**src/rtl/sdr_pkg.sv**
```systemverilog
// Shared SDR sample types and the state encoding used by the variable sample delay line.
package sdr_pkg;

  localparam int SAMPLE_W = 48;

  typedef logic [SAMPLE_W-1:0] sample_t;

  typedef enum logic {
    ST_FILL = 1'b0,
    ST_RUN  = 1'b1
  } dly_state_e;

endpackage

```
**src/rtl/sdp_ram.sv**
```systemverilog
// Simple dual-port RAM: one synchronous write port, one asynchronous read port, no array reset.
module sdp_ram #(
  parameter int W     = 48,
  parameter int DEPTH = 32,
  parameter int AW    = $clog2(DEPTH)
) (
  input  logic          clk_i,
  input  logic          we_i,
  input  logic [AW-1:0] waddr_i,
  input  logic [W-1:0]  wdata_i,
  input  logic [AW-1:0] raddr_i,
  output logic [W-1:0]  rdata_o
);

  logic [W-1:0] mem_q [DEPTH];

  always_ff @(posedge clk_i) begin
    if (we_i) mem_q[waddr_i] <= wdata_i;
  end

  assign rdata_o = mem_q[raddr_i];

endmodule

```
**src/rtl/sample_delay_var.sv**
```systemverilog
// Programmable delay line counted in accepted samples, built on a circular buffer.
// valid_i/data_i form a strobe-only stream (no backpressure); valid_o is valid_i one clock later.
module sample_delay_var
  import sdr_pkg::*;
#(
  parameter int DATA_W        = SAMPLE_W,
  parameter int AW            = 5,
  parameter int DEFAULT_DELAY = 15
) (
  input  logic              clk_i,
  input  logic              rst_i,
  input  logic              valid_i,
  input  logic [DATA_W-1:0] data_i,
  input  logic              load_i,
  input  logic [AW-1:0]     delay_i,
  output logic              valid_o,
  output logic [DATA_W-1:0] data_o,
  output logic              primed_o
);

  localparam logic [AW-1:0] DEF_DLY   = AW'(DEFAULT_DELAY);
  localparam logic [AW-1:0] FILL_MAX  = '1;
  localparam dly_state_e    RST_STATE = (DEFAULT_DELAY == 0) ? ST_RUN : ST_FILL;

  logic [AW-1:0]     wr_ptr_q, wr_ptr_d;
  logic [AW-1:0]     fill_cnt_q, fill_cnt_d;
  logic [AW-1:0]     delay_q, delay_d;
  logic              valid_q, valid_d;
  logic [DATA_W-1:0] data_q, data_d;
  dly_state_e        state_q, state_d;

  logic [AW-1:0]     eff_delay;
  logic [AW-1:0]     eff_fill;
  logic [AW-1:0]     rd_addr;
  logic [DATA_W-1:0] rd_data;

  sdp_ram #(
    .W     (DATA_W),
    .DEPTH (2**AW),
    .AW    (AW)
  ) u_ram (
    .clk_i   (clk_i),
    .we_i    (valid_i),
    .waddr_i (wr_ptr_q),
    .wdata_i (data_i),
    .raddr_i (rd_addr),
    .rdata_o (rd_data)
  );

  // A load in the same cycle as a strobe applies its delay and empty fill to that strobe.
  always_comb begin
    eff_delay  = load_i ? delay_i : delay_q;
    eff_fill   = load_i ? '0 : fill_cnt_q;
    rd_addr    = wr_ptr_q - eff_delay;
    wr_ptr_d   = wr_ptr_q;
    fill_cnt_d = eff_fill;
    delay_d    = eff_delay;
    valid_d    = valid_i;
    data_d     = data_q;
    if (valid_i) begin
      wr_ptr_d = wr_ptr_q + AW'(1);
      if (eff_fill != FILL_MAX) fill_cnt_d = eff_fill + AW'(1);
      if (eff_delay == '0)            data_d = data_i;
      else if (eff_fill >= eff_delay) data_d = rd_data;
      else                            data_d = '0;
    end
  end

  always_comb begin
    state_d = state_q;
    case (state_q)
      ST_FILL: if (fill_cnt_d >= delay_d) state_d = ST_RUN;
      ST_RUN:  if (load_i && (delay_i != '0) && (fill_cnt_d < delay_d)) state_d = ST_FILL;
      default: state_d = ST_FILL;
    endcase
  end

  always_ff @(posedge clk_i or posedge rst_i) begin
    if (rst_i) begin
      wr_ptr_q   <= '0;
      fill_cnt_q <= '0;
      delay_q    <= DEF_DLY;
      valid_q    <= 1'b0;
      data_q     <= '0;
      state_q    <= RST_STATE;
    end else begin
      wr_ptr_q   <= wr_ptr_d;
      fill_cnt_q <= fill_cnt_d;
      delay_q    <= delay_d;
      valid_q    <= valid_d;
      data_q     <= data_d;
      state_q    <= state_d;
    end
  end

  assign valid_o  = valid_q;
  assign data_o   = data_q;
  assign primed_o = (state_q == ST_RUN);

endmodule
```
**config.mk**
```make
export PLATFORM = sky130hd
export DESIGN_NAME = sample_delay_var
export DESIGN_NICKNAME = d
export VERILOG_FILES = /design/src/rtl/sdr_pkg.sv /design/src/rtl/sdp_ram.sv /design/src/rtl/sample_delay_var.sv
export SDC_FILE = /design/constraint.sdc
export NUM_CORES = 1
export LEC_CHECK = 0
export CORE_ASPECT_RATIO = 0.75
export CORE_MARGIN = 2
export CORE_UTILIZATION = 28
export CTS_CLUSTER_DIAMETER = 200
export DETAILED_ROUTE_END_ITERATION = 8
export GPL_TIMING_DRIVEN = 0
export PLACE_DENSITY = 0.45
export SYNTH_ARGS = -nofsm -noshare
export SYNTH_HDL_FRONTEND = slang
export SYNTH_SLANG_ARGS = --single-unit
export TNS_END_PERCENT = 5
```
**constraint.sdc**
```tcl
create_clock -name clk_i -period 7.05 [get_ports clk_i]
set_input_delay 1.41 -clock clk_i [delete_from_list [all_inputs] [get_ports clk_i]]
set_output_delay 1.41 -clock clk_i [all_outputs]
set_load 0.01 [all_outputs]
```
==> results of run 1 <==
-- registers in the layout (all words and copies together), names as in the netlist --
name and cells:
u_ram.mem_q 1536, data_o 48, delay_q 5, fill_cnt_q 5
wr_ptr_q 5, primed_o 1, valid_o 1
-- through the flow --
step	hold WS (ns)	worst slack, ns
2_1_floorplan	0.5080	2.437
3_3_place_gp	0.4846	-3.290
3_5_place_dp	0.4890	0.4396
4_1_cts	0.5032	1.257
5_1_grt	0.5279	1.087
6_report	0.4973	1.194
-- report_power, final --
part,internal [uW],total [uW],switching [uW]
clock,4920,8590,3680
combinational,6340,15800,9450
sequential,11100,11300,202
-- final timing paths --
| path | startpoint | endpoint | slack [ns] | depth (start not counted) |
|---|---|---|---|---|
| max | load_i | data_o[38] | 1.19 | 12 |
| max in group asynchronous | rst_i | delay_q[3] | 5.25 | 3 |
| min reg2reg | data_o[34] | data_o[34] | 0.50 | 2 |
| max reg2reg | delay_q[1] | data_o[38] | 2.37 | 10 |
| min | data_o[34] | data_o[34] | 0.50 | 2 |
| min in group asynchronous | rst_i | data_o[17] | 1.03 | 2 |
-- metal layers --
| metal | track usage [%] | vias to the layer above |
|---|---|---|
| li1 | - | 14240 |
| met1 | 24.74 | 17400 |
| met2 | 23.10 | 1031 |
| met3 | 2.671 | 187 |
| met4 | 2.939 | 2 |
| met5 | 0 | - |
-- critical path, stage by stage --
cell and delay (ns):
clkdlybuf4s50_1 0.58, buf_2 0.27, mux2i_1 0.45, inv_1 0.15, fa_1 0.51, xnor2_2 0.24
nor2b_1 0.22, clkbuf_1 0.99, clkbuf_1 0.99, a221o_1 0.31, mux4_2 0.27, o21ai_1 0.07
-- placed cells by master, fill, tap and decap left out, types with 6 or more instances in the layout --
master              n
clkbuf_16         176
mux2i_1           387
buf_4              31
mux2_2            386
inv_1              15
a21oi_1            52
buf_2              82
o21ai_1            48
edfxtp_1         1536
dfrtp_1            61
o22ai_1           193
mux4_2             48
ha_1               18
a221o_1           193
clkbuf_1          133
and3_1             48
buf_12             62
clkbuf_4            6
buf_6              10
o21ai_0             9
nor2_4             32
clkinv_1           27
bufinv_16           8
clkinv_2           17
clkdlybuf4s50_1   105
nand2_1            14
-- final cells by class --
class                      count  area [um2]
tap                         2964        3709
fill                       21220      148700
clock inverter                58       516.7
sequential                  1601       47760
inverter                      16       62.56
multi-input combinational   1472       14250
antenna                        4       10.01
buffer                       205        1080
timing repair buffer         172        2391
clock buffer                 239        4681
-- kinds of logic after synthesis --
logic type	Yosys count	share of synthesized area, %
AOI/OAI and AO/OA	502	5.942
xor gates and xnor gates	8	0.1233
adders and majority gates	20	0.4058
buffers and inverters	221	1.808
DFF	1601	75.93
muxes	821	14.79
and+or+nand+nor	121	1.005
==> results_dict.tcl, run 1 <==
set metrics [dict create \
    synthToLayoutAreaGrowth_pct 18.38 \
    synthTopCellsByArea "edfxtp_1, mux2_2, mux2i_1" \
    core_um2 223200 \
    ys_types 41 \
    yosysTopAreaCell "edfxtp_1" \
    cap_violations 0 \
    syn-cell-area_um2 62900 \
    dr_wl_met3_um 11700 \
    min_period_over_period_pct 83.06 \
    synth_top_area_share_pct 73.33 \
    viasPerCell 4.882 \
    vdd_drop_max_mv 0.3681 \
    skew_ns 0.05668 \
    synthFlopType "edfxtp_1" \
    synth-edff-count 1536 \
    syn_nets 3370 \
    cts_tree "yes" \
    finalSetupViolCount 0 \
    yosys.cell_count.top_type "edfxtp_1" \
    synth_warnings 0 \
    status "completed" \
    top_layer "met5" \
    num_vias 32860 \
    syn_avg_cell_area_um2 19.09 \
    p_per_area_nw_per_um2 478.9 \
    hpwl_um 125800 \
    cts_htree_levels 4 \
    grt_pass1_vias 32490 \
    hold_buffers 0 \
    initial_core_util_pct 28.19 \
    finalMaxSlewViolations 0 \
    final_nets 3716 \
    grt.overflow.total 0 \
    worstHoldPathType "reg -> reg" \
    p_total_uw 35660 \
    endpoint_kind "flip-flop" \
    cp.required_ns 7.69 \
    clk_latency_ns 0.82 \
    p_leak_uw 0.02463 \
    finalCriticalPeriod_ns 5.856 \
    ys_ff_latch 1601 \
    dp_cells 6430 \
    dieArea_um2 228500 \
    rsz0062_at_grt "false" \
    post_cts_buffers 0 \
    arrival_ns 6.50 \
    cts_buffer_depth 4 \
    gp_congestion 0.7553 \
    dpl_cell_area_um2 69250 \
    clockRootBuffer "clkbuf_16" \
    async_reset_ff_share_pct 4.060 \
    yosysSeqAreaShare_pct 75.93 \
    hold_viol_final 0 \
    row_count 150 \
    ios 107 \
    grt_pass1_wl_um 256800 \
    maxClockFrequency_ghz 0.1708 \
    drtIter0Drc 3370 \
    die_w_um 551.3 \
    wl_um 185500 \
    wl_met1_um 91480 \
    syn-instance-count 3294 \
    route.detailed.drc 0 \
    path_class "in -> reg" \
    io_buffers 106 \
    start_kind "primary input" \
    slew-limit-headroom_pct 5.908 \
    cp_max_fo 10 \
    yosys-top-cells-count "edfxtp_1, mux2i_1, mux2_2" \
    cts.reportedPaths.clkPinSlew_ns 0.06 \
    final_core_util_pct 33.36 \
    avgRoutedWirePerCell_um 27.56 \
    cts_resized 0 \
    first_pass_iters 6 \
    numCtsBuffers 172 \
    cts_num_sinks 1601 \
    tightest_slew_ns 1.407 \
    antenna_found_initial 24 \
    die-height_um 414.5 \
    drive_above_1_share_pct 23.47 \
    grtUsageTotal_pct 15.89 \
    final_cells 6731 \
    final_area_um2 74450 \
    grt_max_degree 42 \
    dr_wl_met2_um 79490 \
    ant_nets 0 \
    fin_tns_setup_ns 0 \
]
Power figures use the tool's default switching activity.
==> run 2, diff against run 1 <==
--- a/config.mk
+++ b/config.mk
@@ -11,7 +11,7 @@
 export CTS_CLUSTER_DIAMETER = 200
 export DETAILED_ROUTE_END_ITERATION = 8
 export GPL_TIMING_DRIVEN = 0
-export PLACE_DENSITY = 0.45
+export PLACE_DENSITY = 0.47
 export SYNTH_ARGS = -nofsm -noshare
 export SYNTH_HDL_FRONTEND = slang
 export SYNTH_SLANG_ARGS = --single-unit
==> constraint.sdc (replaced) <==
create_clock -name clk_i -period 4.92 [get_ports clk_i]
set_input_delay 0.984 -clock clk_i [delete_from_list [all_inputs] [get_ports clk_i]]
set_output_delay 0.984 -clock clk_i [all_outputs]
set_load 0.01 [all_outputs]
==> run 2 against run 1 <==
  * Sequential share of layout area about the same
  * Core utilization hardly changed
  * Die area is the same
  * Clock power is 42% higher
  * Register-to-register slack worse by 1.5 ns
  * Combinational power increased by 43%
  * First-iteration DRC count is 5.9% higher
  * Non-clock buffer count is the same
  * Count of clock-buffer cells in the layout decreased by 12
  * Flip-flop and latch count stayed put
  * Critical endpoint is now data_o[43]
==> results_dict.tcl, run 2 (synthesis results as in run 1) <==
set metrics [dict create \
    p_per_area_nw_per_um2 684.6 \
    clk_latency_ns 0.81 \
    tightest_slew_ns 1.350 \
    p_sw_share_pct 37.29 \
    finalSetupViolCount 0 \
    whs_ns 0.4934 \
    rsz0062_at_grt "false" \
    final_cell_mix "edfxtp_1, mux2i_1, mux2_2" \
    clockRootBuffer "clkbuf_16" \
    worstHoldPathType "reg -> reg" \
    avgRoutedWirePerCell_um 27.18 \
    largest_reg_flops 1536 \
    drtIter0Drc 3569 \
    initial_core_util_pct 28.19 \
    grt_use_met2_pct 22.67 \
    grt.overflow.total 0 \
    synthToLayoutAreaGrowth_pct 18.42 \
    regMostFlops "u_ram.mem_q" \
    gp_congestion 0.7523 \
    cp_max_fo 10 \
    post_cts_buffers 0 \
    arrival_ns 5.50 \
    core_um2 223200 \
    cp.required_ns 5.61 \
    layout_commonest_cell "edfxtp_1" \
    hpwl_um 124600 \
    wl_um 183100 \
    finalMaxSlewViolations 0 \
    final_nets 3713 \
    antenna_found_initial 18 \
    cts_htree_levels 4 \
    io_buffers 106 \
    viasPerCell 4.872 \
    die_w_um 551.3 \
    ios 107 \
    numCtsBuffers 169 \
    cts_buffer_depth 4 \
    skew_ns 0.04900 \
    num_vias 32810 \
    vdd_drop_max_mv 0.3515 \
    clock_power_share_pct 23.9 \
    first_pass_iters 5 \
    pwr-share-seq_pct 31.7 \
    cts.reportedPaths.clkPinSlew_ns 0.06 \
    ant_nets 0 \
    start_kind "primary input" \
    grt.met3_usage_pct 2.925 \
    grt_pass1_vias 32590 \
    min_period_over_period_pct 97.75 \
    maxClockFrequency_ghz 0.2079 \
    combPwrFrac_pct 44.4 \
    hold_viol_final 0 \
    p_leak_uw 0.02465 \
    finalCriticalPeriod_ns 4.810 \
    met1_usage_pct 24.06 \
    grtUsageTotal_pct 15.70 \
    dp_cells 6430 \
    cap_violations 0 \
    die-height_um 414.5 \
    row_count 150 \
    p_total_uw 50990 \
    cts_tree "yes" \
    route.detailed.drc 0 \
    grt_max_degree 46 \
    endpoint_kind "flip-flop" \
    cts_num_sinks 1601 \
    dieArea_um2 228500 \
    power.switching_uw 19010 \
    fin_tns_setup_ns 0 \
    slew-limit-headroom_pct 9.695 \
    drive_above_1_share_pct 23.81 \
    grt_pass1_wl_um 255000 \
    grt.busiest_layer "met1" \
    p_int_uw 31980 \
    final_cells 6734 \
    path_class "in -> reg" \
    status "completed" \
    final_core_util_pct 33.38 \
]
==> run 2: layout make-up <==
cell class	count	area [um2]
Fill cell	21210	148700
Sequential cell	1601	47760
Multi-Input combinational cell	1472	14270
Clock buffer	227	4518
Tap cell	2964	3709
Timing Repair Buffer	172	2414
Buffer	205	1121
Clock inverter	70	616.8
Inverter	16	62.56
Antenna cell	7	17.52
==> run 2: per-stage QoR <==
step	worst slack, ns	area (um2)
floorplan	0.7326	62900
global placement	-4.703	67670
detailed placement	-1.202	69270
CTS	0.03541	74440
global route	0.007086	74470
finish	0.1105	74480
==> run 2: power groups by stage <==
stage	combinational, uW	clock, uW	sequential (uW)
3_3_place_gp	22400	0	16600
5_1_grt	23800	13000	16200
4_1_cts	22800	12500	16200
2_1_floorplan	13800	0	16400
6_report	22600	12200	16200
3_5_place_dp	22700	0	16400
==> run 2: final timing paths <==
path                             from         end  slack, ns  cells after the start
max reg2reg                delay_q[0]  data_o[43]       0.83                     10
max                            load_i  data_o[43]       0.11                     12
min reg2reg                data_o[34]  data_o[34]       0.49                      2
min                        data_o[34]  data_o[34]       0.49                      2
min in group asynchronous       rst_i  data_o[29]       0.55                      2
max in group asynchronous       rst_i  delay_q[0]       3.63                      3
==> run 2: routing by layer <==
| layer | up-vias | wire (um) |
|---|---|---|
| met5 | - | 0 |
| met2 | 1026 | 78210 |
| met3 | 222 | 11970 |
| li1 | 14240 | - |
| met1 | 17320 | 89210 |
| met4 | 0 | 3666 |
==> run 2: what timing repair did <==
action | CTS | global route
pin swaps | 0 | 0
resized for setup | 12 | 13
endpoints found under the setup margin | 106 | 36
gates cloned | 0 | 0
hold buffers | 0 | 0
==> run 2: critical path, stage by stage <==
cell and delay, ns:
clkdlybuf4s50_1 0.58, buf_2 0.27, mux2i_2 0.37, inv_1 0.15
fa_2 0.43, xnor2_2 0.38, nor2_1 0.14, clkbuf_2 0.38
clkbuf_1 0.58, a221o_1 0.56, mux4_2 0.52, o21ai_1 0.14
